## config.mk

```make
export PLATFORM = sky130hd
export DESIGN_NAME = shunt_fringe_if
export DESIGN_NICKNAME = d
export VERILOG_FILES = /design/src/rtl/shunt_fringe_if.sv
export SDC_FILE = /design/constraint.sdc
export NUM_CORES = 1
export LEC_CHECK = 0
export CORE_ASPECT_RATIO = 2
export CORE_MARGIN = 1.5
export CORE_UTILIZATION = 52
export DETAILED_ROUTE_END_ITERATION = 16
export PLACE_DENSITY = 0.95
export SKIP_LAST_GASP = 1
export SYNTH_ARGS = -nofsm -noshare
export SYNTH_HDL_FRONTEND = slang
export SYNTH_SLANG_ARGS = --single-unit
```

## constraint.sdc

```tcl
create_clock -name clk_i -period 2.8 [get_ports clk_i]
set_input_delay 0.56 -clock clk_i [delete_from_list [all_inputs] [get_ports clk_i]]
set_output_delay 0.56 -clock clk_i [all_outputs]
set_load 0.005 [all_outputs]
```

## src/rtl/shunt_fringe_if.sv

```systemverilog
`default_nettype none
// ============================================================================
// Module      : shunt_fringe_if
// Description : Co-simulation link endpoint. Registers with a peer, exports
//               local payloads over a valid/ready link, and keeps a small
//               signal database of payloads received from the peer.
// Revision    : 1.0 - initial release
// ============================================================================
module shunt_fringe_if #(
    parameter int NUM_SIG = 4,
    parameter int DW      = 9,
    parameter int SIMID_W = 8,
    localparam int IW     = (NUM_SIG > 1) ? $clog2(NUM_SIG) : 1
) (
    input  logic               clk_i,
    input  logic               rst_ni,
    // registration
    input  logic               reg_req_i,
    input  logic [SIMID_W-1:0] reg_simid_i,
    output logic               registered_o,
    // local put
    input  logic               put_req_i,
    input  logic [IW-1:0]      put_idx_i,
    input  logic [DW-1:0]      put_data_i,
    output logic               put_ack_o,
    // link transmit
    output logic               tx_valid_o,
    input  logic               tx_ready_i,
    output logic [1:0]         tx_type_o,
    output logic [IW-1:0]      tx_idx_o,
    output logic [DW-1:0]      tx_data_o,
    // link receive
    input  logic               rx_valid_i,
    input  logic [1:0]         rx_type_i,
    input  logic [IW-1:0]      rx_idx_i,
    input  logic [DW-1:0]      rx_data_i,
    // signal database
    output logic [NUM_SIG-1:0] data_valid_o,
    input  logic [IW-1:0]      rd_idx_i,
    output logic [DW-1:0]      rd_data_o,
    input  logic               clr_i,
    input  logic [IW-1:0]      clr_idx_i,
    output logic [NUM_SIG-1:0] overrun_o,
    output logic [31:0]        time_o
);

    localparam logic [1:0] UNREG    = 2'd0;
    localparam logic [1:0] REG_SEND = 2'd1;
    localparam logic [1:0] REG_WAIT = 2'd2;
    localparam logic [1:0] READY    = 2'd3;

    localparam logic [1:0] TYPE_DATA = 2'd0;
    localparam logic [1:0] TYPE_REG  = 2'd1;
    localparam logic [1:0] TYPE_ACK  = 2'd2;

    logic [1:0]         state_q, state_d;
    logic               txv_q, txv_d;
    logic [1:0]         txt_q, txt_d;
    logic [IW-1:0]      txi_q, txi_d;
    logic [DW-1:0]      txd_q, txd_d;
    logic [DW-1:0]      db_q [NUM_SIG];
    logic [DW-1:0]      db_d [NUM_SIG];
    logic [NUM_SIG-1:0] valid_q, valid_d;
    logic [NUM_SIG-1:0] ovr_q, ovr_d;
    logic [31:0]        time_q;

    logic [DW-1:0]      simid_ext;
    logic               rx_in_range;
    logic               clr_in_range;
    logic               rx_wr;
    logic               put_accept;

    // Fit the simulation ID into the payload field (zero-extend or truncate).
    if (SIMID_W == DW) begin : g_simid_eq
        assign simid_ext = reg_simid_i;
    end else if (SIMID_W < DW) begin : g_simid_pad
        assign simid_ext = {{(DW-SIMID_W){1'b0}}, reg_simid_i};
    end else begin : g_simid_trunc
        assign simid_ext = reg_simid_i[DW-1:0];
    end

    // Indices only need range checks when NUM_SIG is not a power of two.
    if (NUM_SIG == (1 << IW)) begin : g_idx_full
        assign rx_in_range  = 1'b1;
        assign clr_in_range = 1'b1;
    end else begin : g_idx_part
        assign rx_in_range  = ({1'b0, rx_idx_i}  < (IW+1)'(NUM_SIG));
        assign clr_in_range = ({1'b0, clr_idx_i} < (IW+1)'(NUM_SIG));
    end

    assign put_accept = (state_q == READY) && put_req_i && (!txv_q || tx_ready_i);
    assign rx_wr      = rx_valid_i && (rx_type_i == TYPE_DATA) && rx_in_range;

    // Registration FSM and transmit holding register.
    always_comb begin
        state_d = state_q;
        txv_d   = txv_q;
        txt_d   = txt_q;
        txi_d   = txi_q;
        txd_d   = txd_q;
        case (state_q)
            UNREG: begin
                if (reg_req_i) begin
                    txv_d   = 1'b1;
                    txt_d   = TYPE_REG;
                    txi_d   = '0;
                    txd_d   = simid_ext;
                    state_d = REG_SEND;
                end
            end
            REG_SEND: begin
                if (txv_q && tx_ready_i) begin
                    txv_d   = 1'b0;
                    state_d = REG_WAIT;
                end
            end
            REG_WAIT: begin
                if (rx_valid_i && (rx_type_i == TYPE_ACK)) begin
                    state_d = READY;
                end
            end
            READY: begin
                if (put_accept) begin
                    txv_d = 1'b1;
                    txt_d = TYPE_DATA;
                    txi_d = put_idx_i;
                    txd_d = put_data_i;
                end else if (txv_q && tx_ready_i) begin
                    txv_d = 1'b0;
                end
            end
            default: state_d = UNREG;
        endcase
    end

    // Signal database update; a receive overrides a clear of the same entry.
    always_comb begin
        db_d    = db_q;
        valid_d = valid_q;
        ovr_d   = ovr_q;
        if (clr_i && clr_in_range) begin
            valid_d[clr_idx_i] = 1'b0;
        end
        if (rx_wr) begin
            if (valid_q[rx_idx_i]) begin
                ovr_d[rx_idx_i] = 1'b1;
            end
            valid_d[rx_idx_i] = 1'b1;
            db_d[rx_idx_i]    = rx_data_i;
        end
    end

    // State registers with asynchronous reset.
    always_ff @(posedge clk_i or negedge rst_ni) begin
        if (!rst_ni) begin
            state_q <= UNREG;
            txv_q   <= 1'b0;
            txt_q   <= '0;
            txi_q   <= '0;
            txd_q   <= '0;
            valid_q <= '0;
            ovr_q   <= '0;
            time_q  <= '0;
            for (int i = 0; i < NUM_SIG; i++) begin
                db_q[i] <= '0;
            end
        end else begin
            state_q <= state_d;
            txv_q   <= txv_d;
            txt_q   <= txt_d;
            txi_q   <= txi_d;
            txd_q   <= txd_d;
            valid_q <= valid_d;
            ovr_q   <= ovr_d;
            time_q  <= time_q + 32'd1;
            db_q    <= db_d;
        end
    end

    assign registered_o = (state_q == READY);
    assign put_ack_o    = put_accept;
    assign tx_valid_o   = txv_q;
    assign tx_type_o    = txt_q;
    assign tx_idx_o     = txi_q;
    assign tx_data_o    = txd_q;
    assign data_valid_o = valid_q;
    assign overrun_o    = ovr_q;
    assign rd_data_o    = db_q[rd_idx_i];
    assign time_o       = time_q;

endmodule
`default_nettype wire

```

== Yosys cells after proc, flatten, opt, wreduce, memory -nomap -nowiden ==
Index checks and enable logic that the tools add are counted.

* Flip-flop bits (word level): 92
* Output and inout bits: 65
* Logic and storage cells: 83

* Add/subtract/negate cells: 1
* Magnitude comparators: 7
* Equality and inequality tests: 8
* Multiplexer cells: 30
* Bitwise logic cells: 6
* Reductions and logical operators: 19

{| class="wikitable"
|+ Operator list
! operator !! number
|-
| 9-bit two-way mux || 5
|-
| 36-bit bitwise mux || 1
|-
| 32-bit by 1-bit adder with 32-bit output, second input constant || 1
|-
| 9-bit binary-select mux with 2-bit select || 1
|-
| 9-bit demux with 2-bit select || 1
|-
| 9-bit one-hot mux with 2 select lines || 1
|-
| 2-bit two-way mux || 6
|-
| 1-bit logical AND || 8
|-
| 4-bit two-way mux || 2
|-
| 4-bit bitwise OR || 2
|-
| 2-bit one-hot mux with 2 select lines || 2
|-
| 2-bit equality test, second input constant || 3
|-
| 3-bit greater-or-equal comparator, second input constant || 2
|-
| 2-bit by 3-bit less-than comparator with 1-bit output, second input constant || 2
|-
| 1-bit two-way mux || 6
|-
| 2-bit != test, second input constant || 3
|-
| 2-bit inverter with 3-bit output || 2
|-
| 2-bit one-hot mux with 3 select lines || 1
|-
| 3-bit nonzero test || 2
|-
| 4-bit AND || 1
|-
| 1-bit demux with 2-bit select || 2
|-
| 2-bit by 1-bit greater-or-equal comparator with 1-bit output, second input constant || 2
|-
| 2-bit zero test || 2
|-
| 4-bit inverter || 1
|-
| other kinds (11) || 12
|}

== Longest topological paths before layout ==
* Word-level depth: 9
* Mapped depth: 6

== Worst setup path after synthesis ==
OpenSTA, ideal clock, no wires.

* Path kind: input to output
* From: input port rd_idx_i[0]
* To: output port rd_data_o[0]
* Arrival time: 1600 ps
* Path slack: 640 ps
* Stages: 2
* Path through: clkbuf_1 -> mux4_2

* Word-level cells in the longest chain between the ends: 4

{| class="wikitable"
|+ RTL lines
! element !! line !! RTL
|-
| start, declared || 39 || <nowiki>input logic [IW-1:0] rd_idx_i,</nowiki>
|-
| 2-bit inverter with 3-bit output (implied by the code) || 188 || <nowiki>assign rd_data_o = db_q[rd_idx_i];</nowiki>
|-
| 9-bit binary-select mux with 2-bit select || 188 ||
|-
| 9-bit two-way mux (implied by the code) (2 in series) || 188 ||
|-
| end, declared || 40 || <nowiki>output logic [DW-1:0] rd_data_o,</nowiki>
|}

No other way between the ends. The select of a mux whose other input is x is not followed.

== Worst setup path after layout ==
* From: input port rd_idx_i[1]
* To: output port rd_data_o[8]

The elaborated chain is that of the path after synthesis.

==> out/qor.csv <==
metric,value,unit
antenna_found_initial,0,
yosysTopAreaCellShare,0.560,
syn_area_per_cell,13.8,µm²
leakage,2.48,nW
grt_max_degree,42,
cpPeakStageDelay,770,ps
yosysUniqueCellTypes,40,
finalSetupViolations,0,
htreeDepth,3,
grt_pass1_wl,14400,µm
cp.required,2240,ps
dr.first_iter.drc_count,137,
worst_slew_pin_slew,716,ps
drv_cap,0,
drv_slew,0,
period_needed,2750,ps
startpoint_type,input pin,
hold_class,in -> async,
syn_to_final_growth,37.9,%
place.gp.congestion,0.886,
fin_setup_tns,0,ps
clock.fmax,0.364,GHz
synth_nets,344,
slew_headroom,0.519,
synth_area,4070,µm²
synthTopCellsByArea,"dfrtp_1 56%, mux2_2 14%, xnor2_1 5.6%, mux4_2 5.0%, nand4_1 2.3%",
status,"complete, no violations",
worstSkewPairLatency,330,ps
ir_drop,0.457,mV
die_h,128,µm
grt.total_usage,0.229,
yosys.area.top_type,dfrtp_1,
rows,45,
final_nets,468,
initial_utilization,0.535,
path_max_fanout,9,
synth-seq-area-share,0.560,
via_per_inst,5.59,
drc,0,
power.density,701,nW/µm²
root_buffer,clkbuf_16,
ios,108,
path_class,in -> out,
clkTransAtPathRegs,60,ps
hold_viol,0,
cp_cell_sequence,clkdlybuf4s50_1 -> mux4_2 -> clkdlybuf4s50_1,
grt-ovfl-total,0,
grt_pass1_vias,3013,
rsz0062_at_grt,false,
detail-route-antenna-nets,0,
cp_common_cell,clkdlybuf4s50_1,
wl_per_cell,17.7,µm
cp_slowest_cell,clkdlybuf4s50_1,
worstRegToRegCells,6,
period_share,0.982,
whs,201,ps
num_vias,2885,
drive_above_1_share,0.232,
die_area,8390,µm²
holdBufCountCts,0,
cts_num_sinks,91,
ys_seq_elements,91,
end_kind,output pin,
dr.pass1.iters,4,
core,7600,µm²
hpwlAfterDp,6890,µm
port_buffers,106,
die_w,65.5,µm
antenna_cells,0,
syn_inst,294,
totalWireLength,9130,µm
fin_skew,5.51,ps
tritoncts,done,
numCtsBuffers,9,
worst_ep_arrival_time,2190,ps
clockBufferDepth,2,
yosys_warnings,0,
## worst paths after layout
path                       slack (ps)    startpoint           end
max                                50   rd_idx_i[1]  rd_data_o[8]
min                               200        rst_ni      db_q[28]
max reg2reg                       830     time_o[0]    time_o[26]
min reg2reg                       480  overrun_o[2]  overrun_o[2]
max in group asynchronous        1940        rst_ni      db_q[11]
min in group clk_i                480  overrun_o[2]  overrun_o[2]
## layout make-up
| cell class | count | area [µm²] |
|---|---|---|
| Clock inverter | 5 | 31.3 |
| Sequential cell | 91 | 2280 |
| Timing Repair Buffer | 120 | 1200 |
| Multi-Input combinational cell | 188 | 1730 |
| Tap cell | 94 | 118 |
| Inverter | 8 | 30.0 |
| Fill cell | 487 | 1990 |
| Clock buffer | 10 | 229 |
## worst max-delay path, delay by kind of cell
kind / cells / cell delay, ps
buffers and inverters: 2 / 1240
muxes: 1 / 380
## flip-flops by register name, indices dropped and copies added (netlist names)
register,flops
tx_valid_o,1
state_q,2
tx_idx_o,2
tx_data_o,9
db_q,36
time_o,32
tx_type_o,1
overrun_o,4
data_valid_o,4
## metrics by stage
| step | area [µm²] | setup WS, ps | std cells | util | power (mW) |
|---|---|---|---|---|---|
| 6_report | 5610 | 51.4 | 516 | 0.738 | 3.93 |
| 3_3_place_gp | 5320 | 67.2 | 500 | 0.700 | 2.83 |
| 2_1_floorplan | 4070 | 640 | 294 | - | 2.30 |
| 5_1_grt | 5610 | 40.3 | 516 | 0.738 | 4.14 |
| 3_5_place_dp | 5320 | 38.2 | 500 | 0.700 | 2.90 |
| 4_1_cts | 5580 | 36.7 | 515 | 0.734 | 3.96 |
## layer usage
| metal | up-vias | GRT usage | share of wire | wire (µm) |
|---|---|---|---|---|
| met3 | 22 | 0.0474 | 0.039 | 355 |
| met4 | 0 | 0.110 | 0.034 | 307 |
| met5 | - | 0 | 0 | 0 |
| met1 | 1455 | 0.236 | 0.34 | 3130 |
| met2 | 94 | 0.425 | 0.58 | 5330 |
| li1 | 1314 | - | - | - |
## logic make-up (layout without fill, tap and decap cells)
kind of cell / count (synthesis) / after routing / share of synthesized area
buffers and inverters: 15 / 143 / 0.0154
multiplexers: 64 / 64 / 0.202
other: 1 / 1 / 0.000922
adder cells (fa/ha/maj): 7 / 7 / 0.0215
AO/OA/AOI/OAI: 15 / 15 / 0.0302
flip-flops: 91 / 91 / 0.560
XOR/XNOR: 30 / 30 / 0.0646
AND/OR/NAND/NOR: 71 / 71 / 0.106
## timing repair
| item | CTS | global route |
|---|---|---|
| setup buffers | 0 | 0 |
| gates resized for setup | 0 | 1 |
| setup endpoints to repair | 0 | 2 |
## cell usage after synthesis, drive strengths merged
master,number
dfrtp,91
nand3b,2
or4b,1
nand4,16
a41o,4
buf,4
a21o,2
a21bo,3
mux4,9
nor3,1
mux2,53
xor2,4
nor4,3
or3b,1
a22o,1
ha,7
and2,1
nor2,4
o21ai,3
inv,8
conb,1
nand2b,1
and3,4
and4,3
nor3b,1
mux2i,2
clkbuf,3
xnor2,26
a221oi,1
a21oi,1
nand2,18
nand3,13
nor2b,2
## where the power goes
part / total, mW / switching, mW / internal (mW)
Clock: 1.05 / 0.461 / 0.592
Combinational: 1.15 / 0.406 / 0.744
Sequential: 1.73 / 0.157 / 1.57
Total: 3.93 / 1.02 / 2.91
## placed cells by master, fill, tap and decap left out, types with 7 or more instances in the layout
master           Yosys  routed
clkdlybuf4s50_1      0     104
dfrtp_1             91      91
mux2_2              52      52
xnor2_1             26      26
nand2_1             18      18
nand4_1             15      15
nand3_1             13      13
buf_4                1      13
clkbuf_16            0      10
mux4_2               9       9
inv_1                8       8
ha_1                 7       7
(Power assumes the default switching activity.)
